### src/rtl/mem_req_scheduler.sv
// Arbitrates dcache, icache and next-line prefetch line requests onto one
// cacheline adaptor port. An icache starvation counter bounds dcache bursts.
module mem_req_scheduler #(
    parameter int unsigned STARVE_LIMIT = 3
) (
    input  logic         clk,
    input  logic         reset_n,
    input  logic         dcache_pmem_read,
    input  logic         dcache_pmem_write,
    input  logic [31:0]  dcache_pmem_address,
    input  logic [255:0] dcache_pmem_wdata,
    output logic [255:0] dcache_pmem_rdata,
    output logic         dcache_pmem_resp,
    input  logic         icache_pmem_read,
    input  logic [31:0]  icache_pmem_address,
    output logic [255:0] icache_pmem_rdata,
    output logic         icache_pmem_resp,
    input  logic         pf_read,
    input  logic [31:0]  pf_address,
    output logic [255:0] pf_rdata,
    output logic         pf_resp,
    output logic         line_read,
    output logic         line_write,
    output logic [31:0]  line_address,
    output logic [255:0] line_wdata,
    input  logic [255:0] line_rdata,
    input  logic         line_resp,
    output logic         busy
);
    localparam logic [3:0]  LIMIT     = STARVE_LIMIT[3:0];
    localparam logic [31:0] LINE_MASK = ~32'h1F;

    typedef enum logic [2:0] {IDLE, SRV_D, SRV_I, SRV_P, DONE} state_e;

    state_e         state_q, state_d;
    logic [3:0]     starve_q, starve_d;
    logic           line_read_q, line_read_d;
    logic           line_write_q, line_write_d;
    logic [31:0]    line_addr_q, line_addr_d;
    logic [255:0]   line_wdata_q, line_wdata_d;

    logic d_req, force_i;
    assign d_req   = dcache_pmem_read | dcache_pmem_write;
    assign force_i = icache_pmem_read && (starve_q == LIMIT);

    always_comb begin
        state_d      = state_q;
        starve_d     = starve_q;
        line_read_d  = line_read_q;
        line_write_d = line_write_q;
        line_addr_d  = line_addr_q;
        line_wdata_d = line_wdata_q;
        case (state_q)
            IDLE: begin
                if (d_req && !force_i) begin
                    // Write wins when both dcache strobes are high.
                    state_d      = SRV_D;
                    line_addr_d  = dcache_pmem_address & LINE_MASK;
                    line_write_d = dcache_pmem_write;
                    line_read_d  = !dcache_pmem_write;
                    line_wdata_d = dcache_pmem_write ? dcache_pmem_wdata : '0;
                    if (icache_pmem_read && (starve_q < LIMIT))
                        starve_d = starve_q + 4'd1;
                end else if (icache_pmem_read) begin
                    state_d      = SRV_I;
                    line_addr_d  = icache_pmem_address & LINE_MASK;
                    line_read_d  = 1'b1;
                    line_write_d = 1'b0;
                    line_wdata_d = '0;
                    starve_d     = '0;
                end else if (pf_read) begin
                    state_d      = SRV_P;
                    line_addr_d  = pf_address & LINE_MASK;
                    line_read_d  = 1'b1;
                    line_write_d = 1'b0;
                    line_wdata_d = '0;
                end
            end
            SRV_D, SRV_I, SRV_P: begin
                if (line_resp) begin
                    state_d      = DONE;
                    line_read_d  = 1'b0;
                    line_write_d = 1'b0;
                end
            end
            DONE:    state_d = IDLE;
            default: state_d = IDLE;
        endcase
    end

    always_ff @(posedge clk) begin
        if (!reset_n) begin
            state_q      <= IDLE;
            starve_q     <= '0;
            line_read_q  <= 1'b0;
            line_write_q <= 1'b0;
            line_addr_q  <= '0;
            line_wdata_q <= '0;
        end else begin
            state_q      <= state_d;
            starve_q     <= starve_d;
            line_read_q  <= line_read_d;
            line_write_q <= line_write_d;
            line_addr_q  <= line_addr_d;
            line_wdata_q <= line_wdata_d;
        end
    end

    assign line_read    = line_read_q;
    assign line_write   = line_write_q;
    assign line_address = line_addr_q;
    assign line_wdata   = line_wdata_q;
    assign busy         = (state_q != IDLE);

    assign dcache_pmem_rdata = line_rdata;
    assign icache_pmem_rdata = line_rdata;
    assign pf_rdata          = line_rdata;

    // Responses pass straight through only for the requester being served.
    assign dcache_pmem_resp = (state_q == SRV_D) && line_resp;
    assign icache_pmem_resp = (state_q == SRV_I) && line_resp;
    assign pf_resp          = (state_q == SRV_P) && line_resp;
endmodule
### config.mk
export PLATFORM = sky130hd
export DESIGN_NAME = mem_req_scheduler
export DESIGN_NICKNAME = d
export VERILOG_FILES = /design/src/rtl/mem_req_scheduler.sv
export SDC_FILE = /design/constraint.sdc
export NUM_CORES = 1
export LEC_CHECK = 0
export ABC_CLOCK_PERIOD_IN_PS = 1760
export CAP_MARGIN = 20
export CORE_AREA = 2 2 645 647
export CTS_BUF_LIST = sky130_fd_sc_hd__clkbuf_2 sky130_fd_sc_hd__clkbuf_4 sky130_fd_sc_hd__clkbuf_8
export DETAILED_ROUTE_END_ITERATION = 7
export DIE_AREA = 0 0 647 649
export SLEW_MARGIN = 20
export SYNTH_ARGS = -nofsm -noshare
export SYNTH_HDL_FRONTEND = slang
export SYNTH_SLANG_ARGS = --single-unit
### constraint.sdc
create_clock -name clk -period 1.76 [get_ports clk]
set_input_delay 0.528 -clock clk [delete_from_list [all_inputs] [get_ports clk]]
set_output_delay 0.528 -clock clk [all_outputs]
set_load 0.05 [all_outputs]
==> flow_metrics.env <==
export IMPL_clock_latency_ns=0.79
export IMPL_count_of_max_cap_constraint_violations=0
export IMPL_total_cts_buffers=56
export IMPL_synth_cell_type_count=37
export IMPL_p_per_area_nw_per_um2=889
export IMPL_y_dimension_of_the_die_um=649
export IMPL_worstHoldPathType="in2reg"
export IMPL_timing_clock_skew_ns=0.0724
export IMPL_post_route_min_period_ns=2.40
export IMPL_port_buffer_count=632
export IMPL_core_region_area_sq_um=413000
export IMPL_route_detailed_vias_per_inst=1.90
export IMPL_utilization=0.0696
export IMPL_worst_slew_pin_slew_ns=0.650
export IMPL_grt_overflow_total=0
export IMPL_fin_ws_ns=-0.645
export IMPL_nets=2155
export IMPL_cp_cell_instances="buf_6 -> nand2b_4 -> nor3b_4 -> buf_6 -> buf_12"
export IMPL_drt_antenna_violating_nets=0
export IMPL_final_cells=7066
export IMPL_failed_checks="setup timing"
export IMPL_synthTopCellsByArea="sky130_fd_sc_hd__buf_4 (37%), sky130_fd_sc_hd__dfxtp_1 (37%), sky130_fd_sc_hd__a22o_1 (14%), sky130_fd_sc_hd__buf_6 (3.2%), sky130_fd_sc_hd__mux2i_1 (1.7%)"
export IMPL_cp_slowest_stage_delay_ns=0.32
export IMPL_number_of_antenna_violations_at_the_first_check_in_global_routing=151
export IMPL_worstSetupEndpointType="output pin"
export IMPL_mean_cell_area_of_the_mapped_netlist_sq_um=9.95
export IMPL_worstPathArrival_ns=1.88
export IMPL_critical_path_top_delay_family="buffers and inverters"
export IMPL_synth_area_sq_um=15800
export IMPL_rsz_0062_raised_after_global_routing="yes"
export IMPL_die_area_sq_um=420000
export IMPL_final_setup_viol_count=559
export IMPL_fillers=47853
export IMPL_placed_cells=6913
export IMPL_synth_seq_area_share=0.370
export IMPL_grt_start_max_net_pins=36
export IMPL_synth_simple_gate_area_share=0.0192
export IMPL_chipWidth_um=647
export IMPL_yosys_area_top_type_share=0.370
export IMPL_holdBufCountCts=0
export IMPL_totalWireLength_um=295000
export IMPL_critical_path_required_ns=1.23
export IMPL_timing_max_transition_violations_final=0
export IMPL_detailedRoute_firstIterationViolations=1102
export IMPL_synth_warnings=0
export IMPL_critical_path_buf_inv_count=3
export IMPL_critical_path_max_fanout=3
export IMPL_cts_root_buffer_cell="sky130_fd_sc_hd__clkbuf_8"
export IMPL_synth_adder_area_share=0.000792
export IMPL_post_dp_hpwl_um=271000
export IMPL_max_slew_margin_rel=0.565
export IMPL_muxShareOfSynthArea=0.0171
export IMPL_crit_path_top_delay_cell="sky130_fd_sc_hd__dfxtp_2"
export IMPL_clk_pin_slew_ns=0.07
export IMPL_startpoint_type="flip-flop"
export IMPL_cts_num_sinks=292
export IMPL_io_pins=1677
export IMPL_tritoncts="built"
export IMPL_run_status="finished, violations left"
export IMPL_htree_num_levels=2
export IMPL_finalHoldViolCount=0
export IMPL_postSynthCellCount=1588
export IMPL_post_route_period_util=1.37
export IMPL_cpMostUsedCell="sky130_fd_sc_hd__buf_6"
export IMPL_share_of_the_synthesized_area_in_compound_gates_ao_oa_aoi_oai=0.182
export IMPL_vias_in_the_first_global_route=11987
export IMPL_detailed_routing_iterations_pass_1=5
export IMPL_dominant_combinational_cell_family_by_area_after_synthesis="buffers and inverters"
export IMPL_routed_wire_per_std_cell_um=41.8
export IMPL_gp_congestion=0.830
export IMPL_route_vias_total=13450
export IMPL_post_route_drc_count=0
export IMPL_rows=236
export IMPL_synth_ff_latch_count=292
export IMPL_synthXorXnorAreaFrac=0
export IMPL_irDropWorstVdd_mv=0.423
export IMPL_start_util=0.0383
export IMPL_synth_area_leader="sky130_fd_sc_hd__buf_4"
export IMPL_critPathKind="reg2out"
export IMPL_drive_above_1_share=0.390
export IMPL_grt_total_usage=0.135
export IMPL_grt_first_pass_wirelength_um=326000
export IMPL_max_clock_path_buffers=3
export IMPL_timing_fmax_ghz=0.416
export IMPL_power_leakage_nw=8.99
export IMPL_flow_area_growth_from_synthesis_pct=81.6
## report_power, final
group / total (mW) / switching (mW) / internal (mW) / leakage [nW]
registers: 8.05 / 0.798 / 7.26 / 2.45
logic: 9.13 / 5.07 / 4.06 / 5.84
clock network: 8.33 / 3.61 / 4.72 / 0.699
total: 25.5 / 9.48 / 16.0 / 8.99
## cell usage after synthesis
library cell               instances
sky130_fd_sc_hd__nor3_2            1
sky130_fd_sc_hd__a22o_1          256
sky130_fd_sc_hd__nor3_1            1
sky130_fd_sc_hd__and4bb_1          1
sky130_fd_sc_hd__nor2_1            9
sky130_fd_sc_hd__o21ai_0          18
sky130_fd_sc_hd__nor4b_1           1
sky130_fd_sc_hd__buf_6            45
sky130_fd_sc_hd__o22ai_1           2
sky130_fd_sc_hd__and2_1            2
sky130_fd_sc_hd__ha_1              1
sky130_fd_sc_hd__nor4_4            1
sky130_fd_sc_hd__dfxtp_1         292
sky130_fd_sc_hd__a21boi_1         20
sky130_fd_sc_hd__nor2b_1           2
sky130_fd_sc_hd__mux2i_1          27
sky130_fd_sc_hd__a211oi_1          1
sky130_fd_sc_hd__nand2b_1          2
sky130_fd_sc_hd__nand2_1          33
sky130_fd_sc_hd__a41oi_1           1
sky130_fd_sc_hd__o21bai_1          1
sky130_fd_sc_hd__buf_4           779
sky130_fd_sc_hd__o32ai_1           1
sky130_fd_sc_hd__and3_1            2
sky130_fd_sc_hd__o21ai_1          11
sky130_fd_sc_hd__o211ai_1         27
sky130_fd_sc_hd__conb_1            1
sky130_fd_sc_hd__nand3b_1          1
sky130_fd_sc_hd__buf_2            17
sky130_fd_sc_hd__buf_1             2
sky130_fd_sc_hd__nand3_1           2
sky130_fd_sc_hd__or2_2             1
sky130_fd_sc_hd__a21boi_0          9
sky130_fd_sc_hd__nor3b_1           2
sky130_fd_sc_hd__clkbuf_1         11
sky130_fd_sc_hd__inv_1             2
sky130_fd_sc_hd__a21oi_1           3
## cells in the final DEF, fill, tap and decap left out, types with 18 or more instances in the layout
cell type                         Yosys  routed
sky130_fd_sc_hd__a22o_1             256     256
sky130_fd_sc_hd__buf_16               0      20
sky130_fd_sc_hd__buf_12               0     308
sky130_fd_sc_hd__o211ai_1            27      27
sky130_fd_sc_hd__nand2_1             33      32
sky130_fd_sc_hd__clkdlybuf4s50_1      0     341
sky130_fd_sc_hd__o21ai_0             18      18
sky130_fd_sc_hd__clkbuf_4             0      19
sky130_fd_sc_hd__buf_4              779      54
sky130_fd_sc_hd__clkbuf_8             0      65
sky130_fd_sc_hd__dfxtp_4              0      70
sky130_fd_sc_hd__mux2i_1             27      27
sky130_fd_sc_hd__a21boi_1            20      20
sky130_fd_sc_hd__dfxtp_2              0      26
sky130_fd_sc_hd__dfxtp_1            292     196
## kinds of logic (layout without fill, tap and decap cells)
| logic type | Yosys count | in the layout |
|---|---|---|
| buffers and inverters | 856 | 850 |
| AO/OA/AOI/OAI | 350 | 350 |
| other | 1 | 11 |
| multiplexers | 27 | 27 |
| adder cells (fa/ha/maj) | 1 | 1 |
| AND/OR/NAND/NOR | 61 | 61 |
| flip-flops | 292 | 292 |
## layer usage
| layer | vias up | routed length (um) | track usage |
|---|---|---|---|
| met5 | - | 1490 | 0.0238 |
| met4 | 46 | 8210 | 0.0258 |
| met3 | 525 | 75600 | 0.162 |
| met2 | 2344 | 142000 | 0.234 |
| met1 | 5902 | 68000 | 0.0891 |
| li1 | 4633 | - | - |
## path summary, 6_finish.rpt
path	start	end	slack, ns	cells after the start
max	state_q[2]	dcache_pmem_resp	-0.64	5
min	dcache_pmem_wdata[141]	line_wdata[141]	0.32	2
max reg2reg	starve_q[0]	line_address[17]	-0.28	9
min reg2reg	line_wdata[102]	line_wdata[102]	0.48	1
## flip-flops by register name, indices dropped and copies added (netlist names)
signal / flops
starve_q: 4
line_write: 1
line_read: 1
state_q: 3
line_wdata: 256
line_address: 27
## stage by stage
step | setup TNS [ns] | cell area [sq um] | total power [mW] | worst slack, ns | hold slack, ns
2_1_floorplan | 0 | 15900 | 15.9 | 0.00331 | 0.458
3_3_place_gp | -289.68 | 26100 | 17.0 | -1.17 | 0.459
3_5_place_dp | -284.83 | 26100 | 17.0 | -1.16 | 0.456
4_1_cts | -133.09 | 28600 | 26.1 | -0.745 | 0.195
5_1_grt | -113.99 | 28700 | 26.6 | -0.741 | 0.261
6_report | -77.61 | 28700 | 25.5 | -0.645 | 0.320
## repair_timing
item,CTS,global route
gates resized for setup,189,43
gates cloned,17,0
buffers inserted,25,1
setup endpoints to repair,575,577
pin swaps,65,59
hold endpoints to repair,0,0
## cell type report
type | instances | area, sq um | share of cell area
Antenna cell | 6 | 15.0 | 0.000523
Clock buffer | 84 | 1040 | 0.0361
Clock inverter | 21 | 307 | 0.0107
Inverter | 2 | 7.51 | 0.000262
Multi-Input combinational cell | 444 | 3560 | 0.124
Sequential cell | 292 | 6140 | 0.214
Tap cell | 5474 | 6850 | 0.239
Timing Repair Buffer | 743 | 10800 | 0.376
Power figures use the tool's default switching activity.
